===== config.mk =====
export PLATFORM = sky130hd
export DESIGN_NAME = hpm_counter_bank
export DESIGN_NICKNAME = d
export VERILOG_FILES = /design/src/rtl/csr_def.sv /design/src/rtl/hpm_counter.sv /design/src/rtl/hpm_counter_bank.sv
export SDC_FILE = /design/constraint.sdc
export NUM_CORES = 2
export LEC_CHECK = 0
export ABC_AREA = 1
export CORE_MARGIN = 1.5
export CORE_UTILIZATION = 50
export CTS_CLUSTER_DIAMETER = 100
export DETAILED_ROUTE_END_ITERATION = 10
export GPL_TIMING_DRIVEN = 0
export PLACE_DENSITY_LB_ADDON = 0.12
export SYNTH_ARGS = -nofsm -noshare
export SYNTH_HDL_FRONTEND = slang
export SYNTH_SLANG_ARGS = --single-unit

===== constraint.sdc =====
create_clock -name clk -period 20.5 [get_ports clk]
set_clock_uncertainty 0.15 [all_clocks]
set_input_delay 4.1 -clock clk [delete_from_list [all_inputs] [get_ports clk]]
set_output_delay 4.1 -clock clk [all_outputs]
set_load 0.01 [all_outputs]

===== src/rtl/csr_def.sv =====
// csr_def: shared CSR definitions for the hardware performance counter bank.
//   - CSR address bases for machine counters, user shadows, mcountinhibit
//     and mhpmevent.
//   - mhpmevent field positions (selector [7:0], OF bit 31).
//   - cnt_t, the counter storage type. A package cannot take a parameter, so
//     cnt_t is sized to the widest legal counter. cnt_mask() gives the mask
//     for the width actually implemented, and every counter is held masked.
package csr_def;

  localparam logic [11:0] CSR_MCOUNTER_LO   = 12'hB00;  // mcycle/minstret/mhpmcounterN
  localparam logic [11:0] CSR_MCOUNTER_HI   = 12'hB80;  // ...h halves
  localparam logic [11:0] CSR_COUNTER_LO    = 12'hC00;  // read-only user shadows
  localparam logic [11:0] CSR_COUNTER_HI    = 12'hC80;
  localparam logic [11:0] CSR_MCOUNTINHIBIT = 12'h320;
  localparam logic [11:0] CSR_MHPMEVENT     = 12'h320;  // mhpmeventN = base + N (N >= 3)

  localparam int EVT_SEL_LSB = 0;
  localparam int EVT_SEL_W   = 8;
  localparam int EVT_OF_BIT  = 31;

  localparam int CNT_MAX_W = 64;
  typedef logic [CNT_MAX_W-1:0] cnt_t;

  function automatic cnt_t cnt_mask(input int w);
    return {CNT_MAX_W{1'b1}} >> (CNT_MAX_W - w);
  endfunction

endpackage


===== src/rtl/hpm_counter.sv =====
// hpm_counter: one machine counter with inhibit, increment, half-writes,
// wrap detection and an optional sticky overflow (OF) flag.
// Optional feature: HPM_OVERFLOW_IRQ_EN (OF flag present; otherwise of_o = 0).
// Ports:
//   clk, rst        clock, async active-high reset
//   inhibit_i       hold the count this cycle
//   inc_i           increment amount this cycle
//   we_lo_i/we_hi_i write wdata_i into the low/high 32-bit half
//   of_we_i         write of_wdata_i into OF
//   cnt_o           count value, zero above CNT_WIDTH
//   of_o            sticky overflow flag
module hpm_counter
  import csr_def::*;
#(
  parameter int CNT_WIDTH = 64,
  parameter int INC_W     = 2,
  parameter bit HAS_OF    = 1'b0
) (
  input  logic             clk,
  input  logic             rst,
  input  logic             inhibit_i,
  input  logic [INC_W-1:0] inc_i,
  input  logic             we_lo_i,
  input  logic             we_hi_i,
  input  logic [31:0]      wdata_i,
  input  logic             of_we_i,
  input  logic             of_wdata_i,
  output cnt_t             cnt_o,
  output logic             of_o
);

  localparam cnt_t MASK = cnt_mask(CNT_WIDTH);

  cnt_t             cnt_q, cnt_d;
  logic [CNT_MAX_W:0] sum;
  logic             wrap;

  // A write to either half takes the place of this cycle's increment, and
  // only touches the written half, so no carry crosses from the write.
  always_comb begin
    sum   = {1'b0, cnt_q} + {{(CNT_MAX_W+1-INC_W){1'b0}}, inc_i};
    cnt_d = cnt_q;
    wrap  = 1'b0;
    if (we_lo_i)
      cnt_d = {cnt_q[63:32], wdata_i} & MASK;
    else if (we_hi_i)
      cnt_d = {wdata_i, cnt_q[31:0]} & MASK;
    else if (!inhibit_i) begin
      cnt_d = sum[CNT_MAX_W-1:0] & MASK;
      // cnt_q never exceeds MASK, so any bit at or above CNT_WIDTH means wrap.
      wrap  = |(sum >> CNT_WIDTH);
    end
  end

  always_ff @(posedge clk or posedge rst)
    if (rst) cnt_q <= '0;
    else     cnt_q <= cnt_d;

  assign cnt_o = cnt_q;

`ifdef HPM_OVERFLOW_IRQ_EN
  logic of_q, of_d;

  // A wrap beats a software clear landing in the same cycle.
  always_comb begin
    of_d = of_q;
    if (of_we_i)         of_d = of_wdata_i;
    if (HAS_OF && wrap)  of_d = 1'b1;
  end

  always_ff @(posedge clk or posedge rst)
    if (rst) of_q <= 1'b0;
    else     of_q <= of_d;

  assign of_o = of_q;
`else
  logic unused_of;
  assign unused_of = of_we_i ^ of_wdata_i ^ wrap ^ HAS_OF;
  assign of_o      = 1'b0;
`endif

endmodule


===== src/rtl/hpm_counter_bank.sv =====
// hpm_counter_bank: mcycle, minstret and NUM_HPM programmable counters with
// mcountinhibit, mhpmevent selectors and a counter-overflow interrupt.
// Optional feature: HPM_OVERFLOW_IRQ_EN (mhpmevent OF bits and lcofi_irq).
// Ports:
//   clk, rst     clock, async active-high reset
//   csr_raddr    CSR read address; csr_rdata/csr_rhit are combinational
//   csr_waddr, csr_we, csr_wdata   CSR write port
//   retire_cnt   instructions retired this cycle (minstret increment)
//   events       per-cycle event pulses; selector k counts events[k-1]
//   lcofi_irq    registered OR of all OF bits
module hpm_counter_bank
  import csr_def::*;
#(
  parameter int NUM_HPM    = 4,
  parameter int CNT_WIDTH  = 64,
  parameter int NUM_EVENTS = 16,
  parameter int RETIRE_W   = 2
) (
  input  logic                            clk,
  input  logic                            rst,
  input  logic [11:0]                     csr_raddr,
  output logic [31:0]                     csr_rdata,
  output logic                            csr_rhit,
  input  logic [11:0]                     csr_waddr,
  input  logic                            csr_we,
  input  logic [31:0]                     csr_wdata,
  input  logic [$clog2(RETIRE_W+1)-1:0]   retire_cnt,
  input  logic [NUM_EVENTS-1:0]           events,
  output logic                            lcofi_irq
);

  localparam int NCNT = NUM_HPM + 2;
  localparam int RW   = $clog2(RETIRE_W + 1);
  // Implemented inhibit bits: CY (0), IR (2), HPM3..3+NUM_HPM-1.
  localparam logic [31:0] INH_MASK = 32'h5 | (((32'h1 << NUM_HPM) - 32'h1) << 3);

  // Counter slot g holds CSR index 0 (mcycle), 2 (minstret), then 3, 4, ...
  function automatic logic [11:0] slot_idx(input int g);
    return (g == 0) ? 12'd0 : 12'(g + 1);
  endfunction

  logic [31:0]     inh_q;
  logic [7:0]      sel_q [NUM_HPM];
  cnt_t            cnt   [NCNT];
  logic [NCNT-1:0] of;
  logic [255:0]    ev_pad;

  // Bit 0 is the "never count" slot, so ev_pad[sel] is the selected event
  // and any selector past NUM_EVENTS lands on a zero bit.
  assign ev_pad = 256'({events, 1'b0});

  always_ff @(posedge clk or posedge rst)
    if (rst)                                          inh_q <= '0;
    else if (csr_we && csr_waddr == CSR_MCOUNTINHIBIT) inh_q <= csr_wdata & INH_MASK;

  for (genvar h = 0; h < NUM_HPM; h++) begin : g_evt
    always_ff @(posedge clk or posedge rst)
      if (rst)
        sel_q[h] <= '0;
      else if (csr_we && csr_waddr == CSR_MHPMEVENT + 12'(h + 3))
        sel_q[h] <= csr_wdata[EVT_SEL_LSB +: EVT_SEL_W];
  end

  for (genvar g = 0; g < NCNT; g++) begin : g_cnt
    logic [RW-1:0] inc;
    logic          of_we;

    if (g == 0)      begin : g_cy assign inc = RW'(1);                   end
    else if (g == 1) begin : g_ir assign inc = retire_cnt;               end
    else             begin : g_hp assign inc = RW'(ev_pad[sel_q[g-2]]); end

    assign of_we = (g >= 2) && csr_we && (csr_waddr == CSR_MHPMEVENT + slot_idx(g));

    hpm_counter #(
      .CNT_WIDTH (CNT_WIDTH),
      .INC_W     (RW),
      .HAS_OF    (g >= 2)
    ) u_cnt (
      .clk        (clk),
      .rst        (rst),
      .inhibit_i  (inh_q[slot_idx(g)]),
      .inc_i      (inc),
      .we_lo_i    (csr_we && csr_waddr == CSR_MCOUNTER_LO + slot_idx(g)),
      .we_hi_i    (csr_we && csr_waddr == CSR_MCOUNTER_HI + slot_idx(g)),
      .wdata_i    (csr_wdata),
      .of_we_i    (of_we),
      .of_wdata_i (csr_wdata[EVT_OF_BIT]),
      .cnt_o      (cnt[g]),
      .of_o       (of[g])
    );
  end

  always_comb begin
    csr_rdata = '0;
    csr_rhit  = 1'b0;
    if (csr_raddr == CSR_MCOUNTINHIBIT) begin
      csr_rdata = inh_q;
      csr_rhit  = 1'b1;
    end
    for (int g = 0; g < NCNT; g++) begin
      if (csr_raddr == CSR_MCOUNTER_LO + slot_idx(g) ||
          csr_raddr == CSR_COUNTER_LO  + slot_idx(g)) begin
        csr_rdata = cnt[g][31:0];
        csr_rhit  = 1'b1;
      end
      if (csr_raddr == CSR_MCOUNTER_HI + slot_idx(g) ||
          csr_raddr == CSR_COUNTER_HI  + slot_idx(g)) begin
        csr_rdata = cnt[g][63:32];
        csr_rhit  = 1'b1;
      end
      if (g >= 2 && csr_raddr == CSR_MHPMEVENT + slot_idx(g)) begin
        csr_rdata                             = '0;
        csr_rdata[EVT_SEL_LSB +: EVT_SEL_W]   = sel_q[(g >= 2) ? g - 2 : 0];
        csr_rdata[EVT_OF_BIT]                 = of[g];
        csr_rhit                              = 1'b1;
      end
    end
  end

`ifdef HPM_OVERFLOW_IRQ_EN
  logic irq_q;
  always_ff @(posedge clk or posedge rst)
    if (rst) irq_q <= 1'b0;
    else     irq_q <= |of;
  assign lcofi_irq = irq_q;
`else
  logic unused_irq;
  assign unused_irq = |of;
  assign lcofi_irq  = 1'b0;
`endif

endmodule


## Word-level counts from Yosys, hierarchy flattened

Index checks and enable logic that the tools add are counted.
W data, S select, Z words.

- Add/subtract/negate cells: 6
- Order comparisons: 4
- Equal/unequal tests: 64
- Multiplexer cells: 60
- Bitwise operators: 6
- Reductions and logical operators: 41

Operators by type and width:

| operator | number |
|---|---|
| $mux W64 | 12 |
| $mux W32 | 22 |
| $eq A12 B12 Y1 const B | 36 |
| $add A64 B1 Y64 | 4 |
| $eq A12 B10 Y1 const B | 10 |
| $add A64 B1 Y64 const B | 1 |
| $add A64 B2 Y64 | 1 |
| $lt A8 B9 Y1 const B | 4 |
| $ne A2 B1 Y1 const B | 18 |
| $bmux W1 S8 | 4 |
| $reduce_and A2 Y1 | 12 |
| $mux W1 | 21 |
| $logic_and A1 B1 Y1 | 17 |
| $logic_or A1 B1 Y1 | 12 |
| $mux W7 | 1 |
| $not A1 Y1 | 6 |

- Flip-flop bits (word level): 422
- Word-level logic and storage cells: 198

## Logic depth before layout (Yosys ltp)

- Depth in word-level cells: 18
- Mapped depth: 27
- Gate-level depth less buffers: 27

## Modules after synthesis

From an unflattened synthesis, not the netlist that was laid out.

- Cell total of the unflattened synthesis: 6599
- Area total of the unflattened synthesis: 38637.1 um2

By module, submodules not included:

| module | instances | cells each | area an instance (um2) | sequential area each (um2) |
|---|---|---|---|---|
| hpm_counter at g_cnt[0].u_cnt ... | 3 | 913 | 5412.7 | 1601.5 |
| hpm_counter at g_cnt[1].u_cnt ... | 2 | 912 | 5410.2 | 1601.5 |
| hpm_counter_bank | 1 | 1126 | 6208.5 | 950.9 |
| hpm_counter at g_cnt[2].u_cnt | 1 | 910 | 5370.2 | 1601.5 |

## Worst setup path before layout

OpenSTA, ideal clock, no wires.

- Path kind: input to output
- From: in csr_raddr[4]
- To: out csr_rdata[30]
- Arrival: 5.982 ns
- Path slack: 10.268 ns
- Cell stages on the path: 15
- Path buffers: 2
- Cells stage by stage: inv_1 nand2_1 nor2_2 nand3_2 inv_1 nand2_2 buf_2 clkbuf_1 o211ai_1 o21ai_0 o2111ai_1 nand2_1 a31oi_1 nor2_1 a211oi_1

- Word-level cells in the longest chain between the ends: 18
- Elaborated cells on any way between the ends: 56
- Those cells by class: eq/ne: 28; mux: 16; reduce/logical: 12

RTL lines:

| item | line | source |
|---|---|---|
| from (decl) | hpm_counter_bank.sv:21 | `input logic [11:0] csr_raddr,` |
| $eq A12 B12 Y1 (on tied branches) | hpm_counter_bank.sv:101, hpm_counter_bank.sv:102 |  |
| $logic_or A1 B1 Y1 | hpm_counter_bank.sv:101 | `if (csr_raddr == CSR_MCOUNTER_LO + slot_idx(g) \|\|` |
| $mux W32 | hpm_counter_bank.sv:101 |  |
| $mux W32 | hpm_counter_bank.sv:106 | `if (csr_raddr == CSR_MCOUNTER_HI + slot_idx(g) \|\|` |
| $mux W32 | hpm_counter_bank.sv:101 |  |
| $mux W32 | hpm_counter_bank.sv:106 |  |
| $mux W32 | hpm_counter_bank.sv:101 |  |
| $mux W32 | hpm_counter_bank.sv:106 |  |
| [2 not listed] | -- |  |
| $mux W32 | hpm_counter_bank.sv:106 |  |
| $mux W32 | hpm_counter_bank.sv:111 | `if (g >= 2 && csr_raddr == CSR_MHPMEVENT + slot_idx(g)) begin` |
| $mux W32 | hpm_counter_bank.sv:101 |  |
| $mux W32 | hpm_counter_bank.sv:106 |  |
| $mux W32 | hpm_counter_bank.sv:111 |  |
| $mux W32 | hpm_counter_bank.sv:101 |  |
| $mux W32 | hpm_counter_bank.sv:106 |  |
| $mux W32 (*) | hpm_counter_bank.sv:111 |  |
| to (decl) | hpm_counter_bank.sv:22 | `output logic [31:0] csr_rdata,` |

Mark *: on every way between the ends. The rest lies on a longest branch, timed or not.

## Final worst setup path

- From: in csr_raddr[7]
- To: out csr_rdata[10]

The elaborated chain is that of the path after synthesis.

==> results.yml <==
critical_path:
  worst_setup_path_end_kind: "output pin"
  required_ps: 16250
  endpoint: "csr_rdata[10]"
  reg2regPathDepth: 24
  crit_arrival_ps: 9490
  regToRegStartpoint: "sel_q[24]"
  crit_start: "csr_raddr[7]"
  r2r_slack_ps: 14920
  cp_max_fo: 10
  startpoint_type: "input port"
  r2r_end: "g_cnt[2].u_cnt.cnt_o[62]"
  path_class: "in2out"
routing:
  vias: 39521
  antenna_left: 0
  vias_per_cell: 6.55
  drc: 0
  drtPass1Iterations: 8
  wl_um: 170000
  wl_per_cell_um: 28.2
  drt_iter0_markers: 6158
cells_and_area:
  stdcell_area_um2: 37400
  fin_cells: 6032
  layout-drive-gt1-share_pct: 6.70
  fin_nets: 5197
  area_delta_synth_final_pct: 12.5
  fin_util_pct: 56.9
grt:
  globalRouteOverflowTotal: 0
  grt_pass1_vias: 35395
  grt_antenna_before_repair: 11
  grt_usage_pct: 48.9
  grt_pass1_wl_um: 242000
  grt_max_degree: 121
run_status:
  status: "finished, violations left"
  violations: "capacitance limit"
logic_synthesis:
  synth-seq-area-share_pct: 31.8
  yosys-top-cells-count: "nand2_1, o21ai_0, inv_1"
  synth_top_area_share_pct: 31.8
  avgSynthCellArea_um2: 6.73
  netlist.top_cell.by_area: "dfrtp_1"
  syn-num-nets: 5030
  yosys_warnings: 0
  synth_ff_type: "dfrtp_1"
  synth_edf_count: 0
  netlist_area_um2: 33300
  synth.most_common_cell: "nand2_1"
  synthTopCellsByArea: "dfrtp_1, o21ai_0, nand2_1"
  synthCells: 4941
  synth_seq_cells: 422
  async_flop_share_pct: 100
  ys_types: 70
placed_design:
  pre_cts_ws_ps: 7290
  placed_area_um2: 35500
  dp.cells: 5917
  portBuffers: 109
  dp_hpwl_um: 128000
  gp_congestion: 1.07
die:
  fp-row-count: 94
  core_region_area_um2: 65700
  dieArea_um2: 68100
  die_y_um: 261
  start_util_pct: 50.6
  ios: 111
  fp.dieW_um: 261
pwr:
  leakage_nw: 15.7
  power_mw: 2.40
  irDropWorstVdd_mv: 0.0773
  p_sw_share_pct: 33.0
  power_density_nw_per_um2: 64.0
  power.internal_mw: 1.61
  comb_power_share_pct: 16.2
  power_frac_clock_pct: 43.1
  switching_power_mw: 0.790
  seq_power_share_pct: 40.7
clocking:
  post-cts-setup-buffer-count: 0
  clock-sinks: 422
  ctsResizeCount: 0
  cts_hold_buf: 0
  cts_tree: "built"
  clkLatencyLatePin_ps: 660
  cts_max_path_buffers: 3
  root_buffer: "clkbuf_16"
  clkSlewWorstSetupHoldPaths_ps: 60
  cts_made_buffers: 53
  h-tree-depth: 2
timing:
  hold_viol_final: 0
  final.period_utilization_pct: 67.0
  setup-violations-final: 0
  rsz0062_at_grt: "false"
  max_freq_mhz: 72.8
  fin_ws_ps: 6760
  worst_pin_slew_ps: 1490
  finalCriticalPeriod_ps: 13740
  drv_slew: 0
  slew_headroom_pct: 0.339
job:
  max-cap-violations: 3
worst_hold_path:
  hold_class: "reg2reg"
  whs_path_depth: 2
  holdCritStartpoint: "g_cnt[5].u_cnt.cnt_o[62]"
==> sequential cells by signal, summed over array words and instances (netlist names) <==
signal             flops
g_cnt.u_cnt.cnt_o    384
inh_q                  6
sel_q                 32
==> worst min path at each step <==
stage,endpoint
finish,g_cnt[5].u_cnt.cnt_o[62]
global route,sel_q[15]
CTS,g_cnt[5].u_cnt.cnt_o[62]
detailed placement,g_cnt[5].u_cnt.cnt_o[62]
global placement,g_cnt[5].u_cnt.cnt_o[62]
floorplan,g_cnt[5].u_cnt.cnt_o[62]
==> power groups by stage <==
stage          logic (mW)  registers [mW]  clock network (mW)
2_1_floorplan       0.237           0.948                   0
3_3_place_gp        0.362           0.984                   0
3_5_place_dp        0.371           0.983                   0
4_1_cts             0.372           0.968                1.02
5_1_grt             0.415           0.978                1.05
6_report            0.388           0.976                1.03
==> worst max-delay path, stage by stage <==
cell	delay, ps
clkdlybuf4s50_1	690
nand2_1	120
nor2_2	480
nand3_2	300
inv_1	250
nand2_2	140
buf_2	270
clkbuf_1	330
o221ai_1	760
o21ai_0	310
o211ai_1	290
nand2_1	210
nand3_1	150
o211ai_1	270
a21oi_1	240
clkdlybuf4s50_1	560
==> layout make-up <==
cell class / instances / area, um2
buffer: 205 / 831
clock buffer: 83 / 1630
multi-input combinational: 3584 / 19100
sequential: 422 / 10600
fill: 6645 / 28300
inverter: 730 / 2750
clock inverter: 15 / 208
timing repair buffer: 112 / 1170
tap: 864 / 1080
antenna: 17 / 42.5
==> placed cells by master, fill, tap and decap left out, types with 41 or more instances in the layout <==
master           instances
clkbuf_1               166
nor2_2                  44
nand4_1                118
nor4_1                  53
inv_1                  677
o22ai_1                 41
clkbuf_16               55
o21ai_1                 44
nor2_1                 391
o211ai_1                72
clkdlybuf4s50_1        109
a21oi_1                285
nor3_1                 180
xor2_1                 157
nand3_1                238
nand2_1                860
o21ai_0                690
dfrtp_1                422
o221ai_1               151
==> metrics by stage <==
| step | hold slack, ps | setup TNS (ps) |
|---|---|---|
| after floorplan | 299 | 0 |
| after global placement | 315 | -742470 |
| after detailed placement | 327 | 0 |
| after CTS | 342 | 0 |
| after global routing | 387 | 0 |
| final | 340 | 0 |
==> metal layers <==
metal  vias up  share of wire, %  global-route usage [%]  routed length (um)
li1      17226                 -                       -                   -
met1     18694                37                    63.5               63700
met2      3001                40                    68.6               68400
met3       586                15                    17.1               25400
met4        14               7.4                    31.8               12500
met5         -             0.057                       0                  97
==> logic make-up (layout without fill, tap and decap cells) <==
kind of cell               after synthesis  after routing  share of synthesized area [%]
and+or+nand+nor                       2030           2030                           28.8
AOI/OAI and AO/OA                     1381           1381                           24.0
buffers and inverters                  935           1145                           10.7
DFF                                    422            422                           31.8
xor gates and xnor gates               160            160                           4.21
adders and majority gates               12             12                          0.474
other                                    1             18                         0.0113
Note: power is estimated with default switching activity, not from simulation.
